==> src/rtl/audio_agc_pwm_if.sv <==
`default_nettype none
// ----------------------------------------------------------------------------
// audio_agc_pwm_if : sample-in / audio-out signal bundle for audio_agc_pwm. Rev 1.0
// ----------------------------------------------------------------------------
interface audio_agc_pwm_if;
  logic [15:0] in_sample;
  logic        in_tick;
  logic        agc_en;
  logic [7:0]  gain_manual;
  logic [15:0] audio_out;
  logic        audio_tick;
  logic [7:0]  gain_out;
  logic        overrun;
  logic        pwm_out;

  modport master (
    output in_sample, in_tick, agc_en, gain_manual,
    input  audio_out, audio_tick, gain_out, overrun, pwm_out
  );

  modport slave (
    input  in_sample, in_tick, agc_en, gain_manual,
    output audio_out, audio_tick, gain_out, overrun, pwm_out
  );
endinterface
`default_nettype wire

==> src/rtl/audio_agc_pwm.sv <==
`default_nettype none
// ----------------------------------------------------------------------------
// audio_agc_pwm : DC block, AGC shift-add gain, sat16 and double-buffered PWM. Rev 1.0
// ----------------------------------------------------------------------------
module audio_agc_pwm #(
  parameter int unsigned DCB_SHIFT     = 8,
  parameter int unsigned PWM_BITS      = 10,
  parameter logic [15:0] AGC_TARGET    = 16'h4000,
  parameter logic [7:0]  ATTACK_STEP   = 8'd4,
  parameter logic [15:0] DECAY_SAMPLES = 16'd1024,
  parameter logic [7:0]  GAIN_INIT     = 8'h10,
  parameter logic [7:0]  GAIN_MIN      = 8'h01,
  parameter logic [7:0]  GAIN_MAX      = 8'hFF
) (
  input  logic           clk,
  input  logic           RST,
  audio_agc_pwm_if.slave bus
);

  typedef enum logic [1:0] {S_IDLE, S_DCB, S_MUL, S_OUT} state_t;

  localparam logic [PWM_BITS-1:0] c_duty_mid = {1'b1, {(PWM_BITS-1){1'b0}}};

  function automatic logic signed [15:0] sat16(input logic signed [23:0] v);
    if (v > 24'sd32767)
      return 16'sh7FFF;
    else if (v < -24'sd32768)
      return 16'sh8000;
    else
      return v[15:0];
  endfunction

  state_t               state_q;
  logic [15:0]          sample_q;
  logic [7:0]           mgain_q;
  logic signed [16:0]   xprev_q;
  logic signed [19:0]   y_q;
  logic signed [23:0]   acc_q;
  logic signed [23:0]   mcand_q;
  logic [7:0]           mplier_q;
  logic [2:0]           bit_q;
  logic signed [15:0]   audio_q;
  logic                 tick_q;
  logic [7:0]           gain_q;
  logic [15:0]          dcnt_q;
  logic                 ovr_q;
  logic                 pwm_q;
  logic [PWM_BITS-1:0]  pcnt_q;
  logic [PWM_BITS-1:0]  dact_q;
  logic [PWM_BITS-1:0]  dpend_q;

  logic signed [16:0]   x_w;
  logic signed [16:0]   diff_w;
  logic signed [19:0]   diff20_w;
  logic signed [19:0]   ysh_w;
  logic signed [19:0]   y_d;
  logic signed [23:0]   y24_w;
  logic signed [15:0]   a_w;
  logic signed [23:0]   psh_w;
  logic signed [15:0]   audio_w;
  logic [15:0]          mag_w;
  logic [8:0]           gain_floor_w;
  logic [7:0]           gain_dn_w;
  logic [7:0]           gain_up_w;
  logic [7:0]           gain_d;
  logic [15:0]          dcnt_d;
  logic [PWM_BITS-1:0]  dpend_d;

  // DC blocker: each term is kept signed so the pole shift stays arithmetic.
  assign x_w      = {1'b0, sample_q};
  assign diff_w   = x_w - xprev_q;
  assign diff20_w = diff_w;
  assign ysh_w    = y_q >>> DCB_SHIFT;
  assign y_d      = y_q + diff20_w - ysh_w;
  assign y24_w    = y_d;
  assign a_w      = sat16(y24_w);

  assign psh_w    = acc_q >>> 4;
  assign audio_w  = sat16(psh_w);
  assign mag_w    = audio_w[15] ? ((audio_w == 16'sh8000) ? 16'h7FFF : 16'(-audio_w))
                                : audio_w;

  assign gain_floor_w = {1'b0, GAIN_MIN} + {1'b0, ATTACK_STEP};
  assign gain_dn_w    = ({1'b0, gain_q} >= gain_floor_w) ? (gain_q - ATTACK_STEP) : GAIN_MIN;
  assign gain_up_w    = (gain_q >= GAIN_MAX) ? GAIN_MAX : (gain_q + 8'd1);

  always_comb begin
    gain_d = gain_q;
    dcnt_d = dcnt_q;
    if (!bus.agc_en) begin
      gain_d = bus.gain_manual;
      dcnt_d = '0;
    end else if (state_q == S_OUT) begin
      if (mag_w > AGC_TARGET) begin
        gain_d = gain_dn_w;
        dcnt_d = '0;
      end else if (mag_w < (AGC_TARGET >> 1)) begin
        if (dcnt_q + 16'd1 == DECAY_SAMPLES) begin
          gain_d = gain_up_w;
          dcnt_d = '0;
        end else begin
          dcnt_d = dcnt_q + 16'd1;
        end
      end else begin
        dcnt_d = '0;
      end
    end
  end

  // Offset-binary duty from the finished sample; otherwise hold the buffer.
  assign dpend_d = (state_q == S_OUT) ? {~audio_w[15], audio_w[14:16-PWM_BITS]} : dpend_q;

  always_ff @(posedge clk) begin
    if (RST) begin
      state_q  <= S_IDLE;
      sample_q <= '0;
      mgain_q  <= '0;
      xprev_q  <= '0;
      y_q      <= '0;
      acc_q    <= '0;
      mcand_q  <= '0;
      mplier_q <= '0;
      bit_q    <= '0;
      audio_q  <= '0;
      tick_q   <= 1'b0;
      gain_q   <= GAIN_INIT;
      dcnt_q   <= '0;
      ovr_q    <= 1'b0;
    end else begin
      tick_q <= 1'b0;
      gain_q <= gain_d;
      dcnt_q <= dcnt_d;
      if (bus.in_tick && (state_q != S_IDLE))
        ovr_q <= 1'b1;
      case (state_q)
        S_IDLE: begin
          if (bus.in_tick) begin
            sample_q <= bus.in_sample;
            mgain_q  <= bus.agc_en ? gain_q : bus.gain_manual;
            state_q  <= S_DCB;
          end
        end
        S_DCB: begin
          xprev_q  <= x_w;
          y_q      <= y_d;
          mcand_q  <= {{8{a_w[15]}}, a_w};
          acc_q    <= '0;
          mplier_q <= mgain_q;
          bit_q    <= '0;
          state_q  <= S_MUL;
        end
        S_MUL: begin
          // One gain bit per cycle, LSB first; multiplicand doubles each step.
          if (mplier_q[0])
            acc_q <= acc_q + mcand_q;
          mcand_q  <= mcand_q <<< 1;
          mplier_q <= mplier_q >> 1;
          bit_q    <= bit_q + 3'd1;
          if (bit_q == 3'd7)
            state_q <= S_OUT;
        end
        S_OUT: begin
          audio_q <= audio_w;
          tick_q  <= 1'b1;
          state_q <= S_IDLE;
        end
        default: state_q <= S_IDLE;
      endcase
    end
  end

  always_ff @(posedge clk) begin
    if (RST) begin
      pcnt_q  <= '0;
      dact_q  <= c_duty_mid;
      dpend_q <= c_duty_mid;
      pwm_q   <= 1'b0;
    end else begin
      pcnt_q  <= pcnt_q + 1'b1;
      dpend_q <= dpend_d;
      pwm_q   <= (pcnt_q < dact_q);
      if (pcnt_q == {PWM_BITS{1'b1}})
        dact_q <= dpend_d;
    end
  end

  assign bus.audio_out  = audio_q;
  assign bus.audio_tick = tick_q;
  assign bus.gain_out   = gain_q;
  assign bus.overrun    = ovr_q;
  assign bus.pwm_out    = pwm_q;

endmodule
`default_nettype wire
==> src/flat_wrapper.sv <==
// flat-port wrapper written by rule: the top's interface ports become plain ports
module audio_agc_pwm_flat 
#(
  parameter int unsigned DCB_SHIFT     = 8,
  parameter int unsigned PWM_BITS      = 10,
  parameter logic [15:0] AGC_TARGET    = 16'h4000,
  parameter logic [7:0]  ATTACK_STEP   = 8'd4,
  parameter logic [15:0] DECAY_SAMPLES = 16'd1024,
  parameter logic [7:0]  GAIN_INIT     = 8'h10,
  parameter logic [7:0]  GAIN_MIN      = 8'h01,
  parameter logic [7:0]  GAIN_MAX      = 8'hFF
)
  (clk, RST, bus_in_sample, bus_in_tick, bus_agc_en, bus_gain_manual, bus_audio_out, bus_audio_tick, bus_gain_out, bus_overrun, bus_pwm_out);
  audio_agc_pwm_if bus_i ();
  input  logic clk;
  input  logic RST;
  input wire logic [$bits(bus_i.in_sample)-1:0] bus_in_sample;
  input wire logic [$bits(bus_i.in_tick)-1:0] bus_in_tick;
  input wire logic [$bits(bus_i.agc_en)-1:0] bus_agc_en;
  input wire logic [$bits(bus_i.gain_manual)-1:0] bus_gain_manual;
  output wire logic [$bits(bus_i.audio_out)-1:0] bus_audio_out;
  output wire logic [$bits(bus_i.audio_tick)-1:0] bus_audio_tick;
  output wire logic [$bits(bus_i.gain_out)-1:0] bus_gain_out;
  output wire logic [$bits(bus_i.overrun)-1:0] bus_overrun;
  output wire logic [$bits(bus_i.pwm_out)-1:0] bus_pwm_out;
  assign bus_i.in_sample = bus_in_sample;
  assign bus_i.in_tick = bus_in_tick;
  assign bus_i.agc_en = bus_agc_en;
  assign bus_i.gain_manual = bus_gain_manual;
  assign bus_audio_out = bus_i.audio_out;
  assign bus_audio_tick = bus_i.audio_tick;
  assign bus_gain_out = bus_i.gain_out;
  assign bus_overrun = bus_i.overrun;
  assign bus_pwm_out = bus_i.pwm_out;
  audio_agc_pwm #(.DCB_SHIFT(DCB_SHIFT), .PWM_BITS(PWM_BITS), .AGC_TARGET(AGC_TARGET), .ATTACK_STEP(ATTACK_STEP), .DECAY_SAMPLES(DECAY_SAMPLES), .GAIN_INIT(GAIN_INIT), .GAIN_MIN(GAIN_MIN), .GAIN_MAX(GAIN_MAX)) u_core (.clk(clk), .RST(RST), .bus(bus_i));
endmodule
==> config.mk <==
export PLATFORM = sky130hd
export DESIGN_NAME = audio_agc_pwm_flat
export DESIGN_NICKNAME = d
export VERILOG_FILES = /design/src/rtl/audio_agc_pwm_if.sv /design/src/rtl/audio_agc_pwm.sv /design/src/flat_wrapper.sv
export SDC_FILE = /design/constraint.sdc
export NUM_CORES = 1
export LEC_CHECK = 0
export BUFFER_PORTS_ARGS = -buffer_cell sky130_fd_sc_hd__buf_2
export CAP_MARGIN = 10
export CELL_PAD_IN_SITES_DETAIL_PLACEMENT = 1
export CELL_PAD_IN_SITES_GLOBAL_PLACEMENT = 2
export CORE_MARGIN = 10
export CORE_UTILIZATION = 41
export CTS_CLUSTER_SIZE = 12
export DETAILED_ROUTE_END_ITERATION = 10
export HOLD_SLACK_MARGIN = 0.03
export PLACE_DENSITY_LB_ADDON = 0.1
export SYNTH_ARGS = -nofsm -noshare
export SYNTH_HDL_FRONTEND = slang
export SYNTH_SLANG_ARGS = --single-unit
==> constraint.sdc <==
create_clock -name clk -period 15.8 [get_ports clk]
set_clock_uncertainty 0.15 [all_clocks]
set_input_delay 0.79 -clock clk [delete_from_list [all_inputs] [get_ports clk]]
set_output_delay 0.79 -clock clk [all_outputs]
set_load 0.1 [all_outputs]
# Word level (Yosys, flattened, before mapping)

Cells that the tools add are included.

Flip-flop bits (word level): 194
Input bits: 28
Output and inout bits: 27
Logic and storage cells: 88

Add/subtract/negate cells: 10
$lt $le $gt $ge: 9
Equality and inequality tests: 13
Mux-type cells: 27
Bitwise operators: 2
Reduce and logical (&&, ||, !) cells: 9

Operator list:

| kind                                                              | count |
|---|---|
| 2-to-1 mux 16 bit                                                 | 9 |
| one-hot mux 24 bit (2 select lines)                               | 2 |
| 2-to-1 mux 8 bit                                                  | 8 |
| greater-than comparator 20 x 16 -> 1 bit, second input constant   | 2 |
| < comparator 20 x 16 -> 1 bit, second input constant              | 2 |
| adder 24 bit                                                      | 1 |
| 2-to-1 mux 24 bit                                                 | 1 |
| adder 20 x 17 -> 20 bit                                           | 1 |
| subtractor 20 x 12 -> 20 bit                                      | 1 |
| subtractor 16 x 16 -> 17 bit                                      | 1 |
| adder 16 x 1 -> 16 bit, second input constant                     | 1 |
| == test 16 x 11 -> 1 bit, second input constant                   | 1 |
| == test 16 bit, second input constant                             | 1 |
| greater-than comparator 16 x 15 -> 1 bit, second input constant   | 1 |
| < comparator 16 x 14 -> 1 bit, second input constant              | 1 |
| negation 16 bit                                                   | 1 |
| one-hot mux 8 bit (2 select lines)                                | 1 |
| adder 10 x 1 -> 10 bit, second input constant                     | 1 |
| == test 10 bit, second input constant                             | 1 |
| < comparator 10 bit                                               | 1 |
| 2-to-1 mux 10 bit                                                 | 1 |
| adder 8 x 1 -> 8 bit, second input constant                       | 1 |
| greater-or-equal comparator 8 x 3 -> 1 bit, second input constant | 1 |
| greater-or-equal comparator 8 bit, second input constant          | 1 |
| other kinds (19)                                                  | 28 |

# Logic depth before layout (Yosys ltp)

Gate-level depths: netlist of the first run.

Word-level depth: 11
Gate-level depth with buffers: 26
Depth with buffers taken out: 25

# Least setup slack after synthesis of the first run

Ideal clock, no wire load.

Kind: flip-flop to flip-flop
From: register u_core.sample_q[0]
To: register u_core.mcand_q[10]
Setup time: 74 ps
Data arrival time: 5,117 ps
Data required time: 15,576 ps
Path slack: 10,459 ps
Stages on the path, launching flop included: 27
Buffers on the path: 1
Clock period less this slack: 5,341 ps
Cells stage by stage: dfxtp_1 > inv_1 > ha_1 > fa_1 > nor2b_1 > o21ai_0 > a21boi_0 > o21ai_0 > a21boi_0 > o2111ai_1 > a31oi_1 > a21o_1 > a21oi_1 > xnor2_1 > fa_1 > ha_1 > a21o_1 > a211oi_1 > nor2b_1 > nand4b_1 > a31o_2 > a21oi_1 > xnor2_1 > a32o_1 > buf_4 > nand2_1 > a31oi_1

Cells in the longest elaborated chain, start to end: 7
Elaborated cells on any way between the ends: 8
Classes of those cells: add/sub (3); order compare (2); mux (3)

Ends and longest elaborated chain:

| what                                  | RTL line             | source |
|---|---|---|
| start, declared                       | audio_agc_pwm.sv:34  | `logic [15:0] sample_q;` |
| start signal, assigned                | audio_agc_pwm.sv:138 | `sample_q <= bus.in_sample;` |
| subtractor 16 x 16 -> 17 bit *        | audio_agc_pwm.sv:71  | `assign diff_w = x_w - xprev_q;` |
| adder 20 x 17 -> 20 bit *             | audio_agc_pwm.sv:74  | `assign y_d = y_q + diff20_w - ysh_w;` |
| subtractor 20 x 12 -> 20 bit *        | audio_agc_pwm.sv:74  |  |
| < comparator 20 x 16 -> 1 bit         | audio_agc_pwm.sv:27  | `else if (v < -24'sd32768)` |
| 2-to-1 mux 16 bit                     | audio_agc_pwm.sv:27  |  |
| 2-to-1 mux 16 bit *                   | audio_agc_pwm.sv:25  | `if (v > 24'sd32767)` |
| one-hot mux 24 bit (2 select lines) * | audio_agc_pwm.sv:135 | `case (state_q)` |
| end signal, assigned                  | audio_agc_pwm.sv:146 | `mcand_q <= {{8{a_w[15]}}, a_w};` |
| end signal, assigned                  | audio_agc_pwm.sv:156 | `mcand_q <= mcand_q <<< 1;` |
| end, declared                         | audio_agc_pwm.sv:39  | `logic signed [23:0] mcand_q;` |

Mark *: on every way between the ends. The rest lies on a longest branch, timed or not.
A chain may end at the register's enable or synchronous reset.

# Final worst setup path of the first run

From: register u_core.sample_q[0]
To: register u_core.mcand_q[6]

The elaborated chain is that of the path after synthesis.

==> results of run 1 <==
==> area by class of cell <==
cell class,instances,area (sq um)
Fill cell,3471,15600
Inverter,66,247.7
Tap cell,384,480.5
Clock buffer,18,429.2
Clock inverter,14,214.0
Timing Repair Buffer,63,344.1
Sequential cell,194,3884
Multi-Input combinational cell,1113,7507
==> registers in the layout (all words and copies together), names as in the netlist, 10 cells and up <==
signal	flops
u_core.acc_q	24
u_core.bus.audio_out	16
u_core.dact_q	10
u_core.dcnt_q	16
u_core.dpend_q	10
u_core.mcand_q	24
u_core.pcnt_q	10
u_core.sample_q	16
u_core.xprev_q	16
u_core.y_q	20
==> worst max-delay path by stage <==
stage | endpoint | depth (start not counted)
after floorplan | u_core.mcand_q[10]$_SDFFE_PP0P_ | 26
after global placement | u_core.mcand_q[7]$_SDFFE_PP0P_ | 22
after detailed placement | u_core.mcand_q[4]$_SDFFE_PP0P_ | 25
after CTS | u_core.mcand_q[4]$_SDFFE_PP0P_ | 25
after global routing | u_core.mcand_q[4]$_SDFFE_PP0P_ | 25
final | u_core.mcand_q[6]$_SDFFE_PP0P_ | 25
==> routing by layer <==
| layer | track usage (%) | share of wire, % | vias up |
|---|---|---|---|
| li1 | - | - | 5158 |
| met1 | 23.25 | 46 | 5171 |
| met2 | 33.09 | 51 | 105 |
| met3 | 3.127 | 2.6 | 25 |
| met4 | 4.270 | 0.99 | 0 |
| met5 | 0 | 0 | - |
==> cells in the mapped netlist, types with 18 or more instances <==
cell type | count | area (sq um)
dfxtp_1 | 194 | 3884
nor2_1 | 192 | 720.7
nand2_1 | 128 | 480.5
a21oi_1 | 106 | 530.5
ha_1 | 84 | 1051
inv_1 | 65 | 244.0
o21ai_0 | 63 | 315.3
clkbuf_1 | 61 | 229.0
mux2i_1 | 49 | 490.5
xnor2_1 | 42 | 367.9
a211oi_1 | 41 | 307.8
nor3_1 | 39 | 195.2
nand3_1 | 37 | 185.2
a21o_1 | 31 | 232.7
a31oi_1 | 24 | 150.1
nand2b_1 | 22 | 137.6
xor2_1 | 22 | 192.7
fa_1 | 21 | 420.4
a22oi_1 | 19 | 142.6
nor2b_1 | 18 | 112.6
==> cell families after synthesis <==
group | synth area share (%)
AO/OA/AOI/OAI | 21.37
XOR/XNOR | 4.688
adder cells (fa/ha/maj) | 12.31
buffers and inverters | 4.772
flip-flops | 32.48
multiplexers | 4.604
AND/OR/NAND/NOR | 19.78
==> cells in the final DEF, fill, tap and decap left out, types with 37 or more instances in the layout <==
master    synthesis  routed
nand2_1         128     128
mux2i_1          49      49
nand3_1          37      37
xnor2_1          42      42
nor3_1           39      39
a21oi_1         106     106
buf_2             6      53
nor2_1          192     192
o21ai_0          63      63
dfxtp_1         194     194
ha_1             84      82
inv_1            65      65
a211oi_1         41      41
==> metrics by stage <==
step / worst slack, ps / power [mW]
6_report: 9471 / 3.222
5_1_grt: 8911 / 3.513
4_1_cts: 9450 / 3.254
3_5_place_dp: 9469 / 2.756
3_3_place_gp: 9715 / 2.707
2_1_floorplan: 10460 / 2.257
==> power breakdown <==
part	switching, mW	total [mW]	leakage [nW]	internal, mW
combinational	1.30	2.10	3.32	0.802
clock	0.223	0.481	0.306	0.258
sequential	0.0660	0.636	1.58	0.570
total	1.59	3.22	5.21	1.63
==> worst max-delay path: stages, from the launching register on <==
cell       delay (ps)
dfxtp_1           360
inv_1              50
ha_1              210
fa_1              410
nor2b_1           120
o21ai_0           110
a21boi_0          240
o21ai_0           140
a21boi_0          330
o2111ai_1         200
a31oi_1           320
a21o_1            170
a21oi_1            90
xnor2_1           190
fa_1              450
ha_1              370
a21o_1            210
a211oi_1          220
nor2b_1           180
nand4b_1          140
a31o_2            260
a21oi_1           180
xnor2_1           250
a32o_1            570
nand2_1           150
a31oi_1           180
==> results.cfg, run 1 <==
[worst_setup_path]
path_max_fanout = 15
worstReg2RegStart = u_core.sample_q[0]$_SDFFE_PP0P_
rr_endpoint = u_core.mcand_q[6]$_SDFFE_PP0P_
required_ps = 16030
end_kind = flip-flop
critPathLaunchType = flip-flop
r2r_slack_ps = 9470
r2r_cells = 25
worstSetupPathType = reg -> reg
startpoint = u_core.sample_q[0]$_SDFFE_PP0P_
cp.arrival_ps = 6560

[die]
pin_count = 55
core_sq_um = 28700
fp.dieW_um = 190.8
fp.dieH_um = 190.8
start_util_pct = 41.66
dieArea_sq_um = 36390
rows = 62

[logic_synthesis]
yosys_warnings = 0
synth-main-ff-cell = dfxtp_1
syn-cell-area_sq_um = 11960
yosysSeqAreaShare_pct = 32.48
avgSynthCellArea_sq_um = 8.246
syn_inst = 1450
synthArstFlopShare_pct = 0
ys_ff_latch = 194
synth-edff-count = 0
synth_nets = 1583
synth_cell_types = 81

[drt]
drc = 0
routed_wl_mm = 34.08
vias = 10460
route.antenna.remaining_nets = 0
first_iter_violations = 479
route.detailed.wl_per_inst_um = 18.40
dr.pass1.iters = 5
vias_per_cell = 5.647

[cells_and_area]
fin_util_pct = 45.66
area_growth_syn_to_layout_pct = 9.617
fin_cells = 1852
nets = 1588
diodes = 0
postLayoutCellArea_sq_um = 13110
layout-drive-gt1-share_pct = 8.651

[power]
pwr_density_cell_nw_per_um2 = 245.8
ir_drop_v = 0.0001793
total_leakage_power_nw = 5.205

[cts]
tritoncts = yes
cts_buffer_depth = 2
htreeDepth = 4
cts_resized = 0
ctsRootBufferMaster = clkbuf_16
ctsHoldBuffers = 0
cts_buffers = 17
path_clk_slew_ps = 80
postCtsSetupRepairBufs = 0
cts.sinks = 194
insertion_delay_ps = 460

[min_path]
worstHoldStart = u_core.pcnt_q[0]$_SDFF_PP0_
hold_class = reg -> reg
hold_depth = 1
worstHoldEndpoint = u_core.pcnt_q[0]$_SDFF_PP0_

[sta]
whs_ps = 317.9
setup_viol = 0
rsz0062_at_grt = no
tns_ps = 0
fin_crit_ps = 6329
max_freq_mhz = 158.0
finalHoldViolations = 0
slew_violations = 0
tightest_slew_ps = 950.5
slew_headroom_pct = 36.53
period_share_pct = 40.05

[placement]
dpl-instance-area_sq_um = 12460
dp_cells = 1820
place.gp.congestion = 0.8287
hpwlAfterDp_mm = 24.82
io_buffer_count = 54

[global_route]
grt_usage_pct = 18.75
gr-total-overflow = 0
first_global_vias = 10560
antenna_found_initial = 0
grt_max_degree = 97
grt_pass1_wl_mm = 55.81

[outcome]
status = complete, no violations

[job]
max_cap_viol_count = 0
No activity file was read; power rests on OpenSTA's default activity.
==> run 2, diff against run 1 <==
- ABC_AREA: not set -> 1
- CORE_UTILIZATION: 41 -> 36
- clock period: 15.8 -> 5.95 ns (I/O delays scaled with it)
==> run 2 against run 1 <==
  * Via count up 7.8%
  * Critical path depth up 7
  * Routed wire length up 3.4%
  * Fmax up 18%
  * Worst setup slack worse by 8900 ps
  * Critical endpoint is now u_core.mcand_q[9]$_SDFFE_PP0P_
==> results.cfg, run 2 <==
[sta]
tns_ps = 0
max_freq_mhz = 185.9
tightest_slew_ps = 1010
finalHoldViolations = 0
setup_viol = 0
period_share_pct = 90.41
fin_crit_ps = 5380
slew_headroom_pct = 32.17
slew_violations = 0

[logic_synthesis]
syn_inst = 1758
synth-edff-count = 0
synth_largest_area_cell = dfxtp_1
yosysSeqAreaShare_pct = 31.17
synth_nets = 1891
synth_most_common_cell = nand2_1
synth_common_cells = nand2_1 (331), inv_1 (232), dfxtp_1 (194)
ys_ff_latch = 194
synth_cell_types = 54
syn-cell-area_sq_um = 12460
yosys_warnings = 0
avgSynthCellArea_sq_um = 7.087
synth_top_area_share_pct = 31.17
synth-main-ff-cell = dfxtp_1
synth_area_leaders = dfxtp_1 (31%), nand2_1 (10%), ha_1 (8.4%)
synthArstFlopShare_pct = 0

[global_route]
grt_usage_pct = 17.33
grt_max_degree = 69
first_global_vias = 11640
gr-total-overflow = 0
antenna_found_initial = 0
grt_pass1_wl_mm = 60.15

[drt]
dr.pass1.iters = 5
vias = 11270
drc = 0
routed_wl_mm = 35.23
route.detailed.wl_per_inst_um = 15.54
route.antenna.remaining_nets = 0
first_iter_violations = 342
vias_per_cell = 4.972

[cells_and_area]
nets = 1932
postLayoutCellArea_sq_um = 13900
diodes = 0
reg.largest.list = u_core.acc_q (24), u_core.mcand_q (24), u_core.y_q (20)
fin_util_pct = 40.44
final_cell_mix = nand2_1 (331), inv_1 (232), dfxtp_1 (194), a21oi_1 (172), nor2_1 (158)
fin_cells = 2267
layout_commonest_cell = nand2_1
layout-drive-gt1-share_pct = 10.54
area_growth_syn_to_layout_pct = 11.59

[die]
pin_count = 55
rows = 68
core_sq_um = 34370
start_util_pct = 36.24
fp.dieH_um = 206.0
dieArea_sq_um = 42450
fp.dieW_um = 206.0

[worst_setup_path]
end_kind = flip-flop
path_max_fanout = 13
required_ps = 6110
cp.arrival_ps = 5540
critPathMaxStageDelay_ps = 490
r2r_cells = 32
crit_top_cell = nand2_1
critPathLaunchType = flip-flop
worstSetupPathType = reg -> reg
critPathSlowestCell = fa_1

[placement]
place.gp.congestion = 0.8269
hpwlAfterDp_mm = 26.62
dp_cells = 2209
dpl-instance-area_sq_um = 13050
io_buffer_count = 54

[cts]
cts.sinks = 194
cts_buffer_depth = 2
path_clk_slew_ps = 80
htreeDepth = 4
insertion_delay_ps = 460
cts_buffers = 17
ctsRootBufferMaster = clkbuf_16
tritoncts = yes

[min_path]
hold_class = in -> reg
hold_depth = 3

[job]
max_cap_viol_count = 0

[outcome]
status = complete, no violations
-- run 2: metrics by stage --
stage | setup slack (ps) | hold WS [ps]
2_1_floorplan | 862.5 | 277.0
3_3_place_gp | 367.2 | 298.3
3_5_place_dp | 108.2 | 306.5
4_1_cts | 105.7 | 58.76
5_1_grt | -6.702 | 128.7
6_report | 570.4 | 79.17
-- run 2: cells by family after synthesis --
group,share of synthesized area [%]
AO/OA/AOI/OAI,18.25
XOR/XNOR,3.515
adder cells (fa/ha/maj),11.81
buffers and inverters,10.01
flip-flops,31.17
AND/OR/NAND/NOR,25.24
-- run 2: layer usage --
metal  track usage (%)  up-vias  share of wire [%]
met5                 0        -                  0
met4             4.040        0               0.96
met3             2.524       16                2.1
met2             29.58       89                 48
met1             22.54     5338                 49
li1                  -     5829                  -
-- run 2: path summary, 6_finish.rpt --
path	from	endpoint	slack (ps)
worst max-delay path	u_core.sample_q[0]$_SDFFE_PP0P_	u_core.mcand_q[9]$_SDFFE_PP0P_	570
worst max register to register	u_core.sample_q[0]$_SDFFE_PP0P_	u_core.mcand_q[9]$_SDFFE_PP0P_	570
worst min-delay path	bus_in_sample[1]	u_core.sample_q[1]$_SDFFE_PP0P_	80
worst min register to register	u_core.xprev_q[10]$_SDFFE_PP0P_	u_core.xprev_q[10]$_SDFFE_PP0P_	310
-- run 2: area by class of cell --
class | instances | area [sq um]
well taps | 455 | 569.3
clock buffers | 17 | 425.4
clock inverters | 15 | 162.7
repair buffers | 91 | 613.1
flip-flops and latches | 194 | 3884
fillers | 4380 | 20470
multi-input cells | 1254 | 7337
inverters | 241 | 910.9
-- run 2: worst max-delay path, delay by kind of cell (launching register included) --
kind            cells  cell delay [ps]
fa+ha+maj           4             1490
compound gates      7             1090
simple gates       15             1440
xor+xnor            1              190
buf+inv             5              550
flops               1              310
-- run 2: what timing repair did --
item	CTS	global route
gates resized for setup	0	4
hold buffers	25	0
buffers inserted	0	1
setup endpoints to repair	0	24
endpoints found under the hold margin	26	0
Power of run 2 is not shown: default switching activity piles up to over one toggle a cycle in this logic, so the estimate is an artifact.
==> run 3, diff against run 2 <==
- CORE_UTILIZATION: 36 -> 37
- CTS_BUF_LIST: not set -> sky130_fd_sc_hd__clkbuf_2
==> run 3 against run 2 <==
  * Non-clock buffer count grew 34
  * Routed wire length grew 1.9%
  * Cell count grew 1.3%
  * Critical path depth shrank 3
  * Worst setup slack gained 70 ps
  * Fmax grew 1.3%
  * Utilization grew 1.3 points
  * Sequential share of layout area shrank 0.060 points
  * Sequential cell count is the same
==> results.cfg, run 3 (synthesized netlist as in run 2, its figures left out) <==
[worst_setup_path]
r2r_cells = 29
crit_top_cell = nand2_1
required_ps = 6570
cp.arrival_ps = 5930
worstReg2RegStart = u_core.xprev_q[1]$_SDFFE_PP0P_
rr_endpoint = u_core.mcand_q[12]$_SDFFE_PP0P_
end_kind = flip-flop
r2r_slack_ps = 640
critPathMaxStageDelay_ps = 450
critPathLaunchType = flip-flop
path_max_fanout = 13
critPathSlowestCell = dfxtp_1
worstSetupPathType = reg -> reg

[die]
rows = 67
fp.dieH_um = 203.5
core_sq_um = 33360
pin_count = 55
start_util_pct = 37.34
fp.dieW_um = 203.5
dieArea_sq_um = 41410

[cells_and_area]
nets = 1966
final_cell_mix = nand2_1 (331), inv_1 (232), dfxtp_1 (194), a21oi_1 (172), nor2_1 (158)
layout-drive-gt1-share_pct = 10.40
layout_commonest_cell = nand2_1
area_growth_syn_to_layout_pct = 11.83
reg.largest.list = u_core.acc_q (24), u_core.mcand_q (24), u_core.y_q (20)

[placement]
hpwlAfterDp_mm = 26.68
io_buffer_count = 54
place.gp.congestion = 0.8457

[global_route]
first_global_vias = 11790
grt_pass1_wl_mm = 60.39
grt_max_degree = 75
antenna_found_initial = 1
grt_usage_pct = 17.68
gr-total-overflow = 0

[drt]
vias_per_cell = 4.990
vias = 11460
route.antenna.remaining_nets = 0
routed_wl_mm = 35.90
route.detailed.wl_per_inst_um = 15.63
drc = 0
first_iter_violations = 435
dr.pass1.iters = 4

[min_path]
hold_depth = 6
hold_class = in -> reg
worstHoldEndpoint = u_core.bus.gain_out[0]$_SDFFE_PP0P_
worstHoldStart = bus_gain_manual[0]

[outcome]
status = complete, no violations

[sta]
slew_headroom_pct = 26.56
setup_viol = 0
period_share_pct = 89.24
rsz0062_at_grt = no
max_freq_mhz = 188.3
finalHoldViolations = 0
tns_ps = 0
tightest_slew_ps = 1102
fin_crit_ps = 5310
slew_violations = 0

[cts]
path_clk_slew_ps = 330
htreeDepth = 4
tritoncts = yes
postCtsSetupRepairBufs = 0
cts.sinks = 194
cts_buffer_depth = 2
ctsRootBufferMaster = clkbuf_2
insertion_delay_ps = 880
cts_buffers = 17

[job]
max_cap_viol_count = 0
[run 3: cell count changes in the layout (fill, tap and decap cells not counted), moves of 3 or more]
| cell | delta |
|---|---|
| clkbuf_2 | +17 |
| diode_2 | +3 |
| dlygate4sd3_1 | +33 |
| clkbuf_16 | -17 |
| inv_8 | +3 |
| inv_6 | -4 |
[run 3: final cells by class]
type / instances / area [sq um]
inverter: 241 / 910.9
multi-input combinational: 1254 / 7346
fill: 4290 / 19430
clock buffer: 17 / 85.08
sequential: 194 / 3884
timing repair buffer: 125 / 950.9
tap: 448 / 560.5
antenna: 3 / 7.507
clock inverter: 15 / 187.7
[run 3: worst max path at each step]
stage	start	to	slack, ps	cells after the start
floorplan	u_core.sample_q[0]$_SDFFE_PP0P_	u_core.mcand_q[9]$_SDFFE_PP0P_	860	32
global placement	u_core.sample_q[0]$_SDFFE_PP0P_	u_core.mcand_q[12]$_SDFFE_PP0P_	390	32
detailed placement	u_core.sample_q[0]$_SDFFE_PP0P_	u_core.mcand_q[12]$_SDFFE_PP0P_	190	32
CTS	u_core.sample_q[0]$_SDFFE_PP0P_	u_core.mcand_q[12]$_SDFFE_PP0P_	160	32
global route	u_core.sample_q[0]$_SDFFE_PP0P_	u_core.mcand_q[10]$_SDFFE_PP0P_	40	32
finish	u_core.xprev_q[1]$_SDFFE_PP0P_	u_core.mcand_q[12]$_SDFFE_PP0P_	640	29
[run 3: per-layer routing]
| metal | global-route usage, % | wire (um) | vias up |
|---|---|---|---|
| li1 | - | - | 5905 |
| met1 | 22.84 | 17640 | 5464 |
| met2 | 30.43 | 17280 | 78 |
| met3 | 3.094 | 747 | 15 |
| met4 | 3.197 | 233 | 0 |
| met5 | 0 | 0 | - |
[run 3: critical path: cells and delay by family, from the launching register on]
family	cells	cell delay, ps
flops	1	450
fa+ha+maj	3	1080
xor+xnor	2	380
simple gates	14	1420
buf+inv	3	330
compound gates	7	1410
[run 3: per-stage QoR]
step | cells | worst slack [ps] | hold WS, ps | utilization [%] | cell area (sq um)
floorplan | 1758 | 862.5 | 277.0 | - | 12460
global placement | 2204 | 387.6 | 298.4 | 39.13 | 13060
detailed placement | 2204 | 187.8 | 306.6 | 39.13 | 13060
CTS | 2294 | 157.2 | 32.88 | 41.69 | 13910
global route | 2296 | 38.82 | 64.39 | 41.75 | 13930
finish | 2297 | 640.0 | 160.4 | 41.76 | 13930
[run 3: repair_timing]
action / in CTS / in global routing
resized for setup: 0 / 6
endpoints found under the hold margin: 102 / 0
hold buffers: 58 / 0
setup endpoints to repair: 0 / 24
Power of run 3 is left out for the same reason.
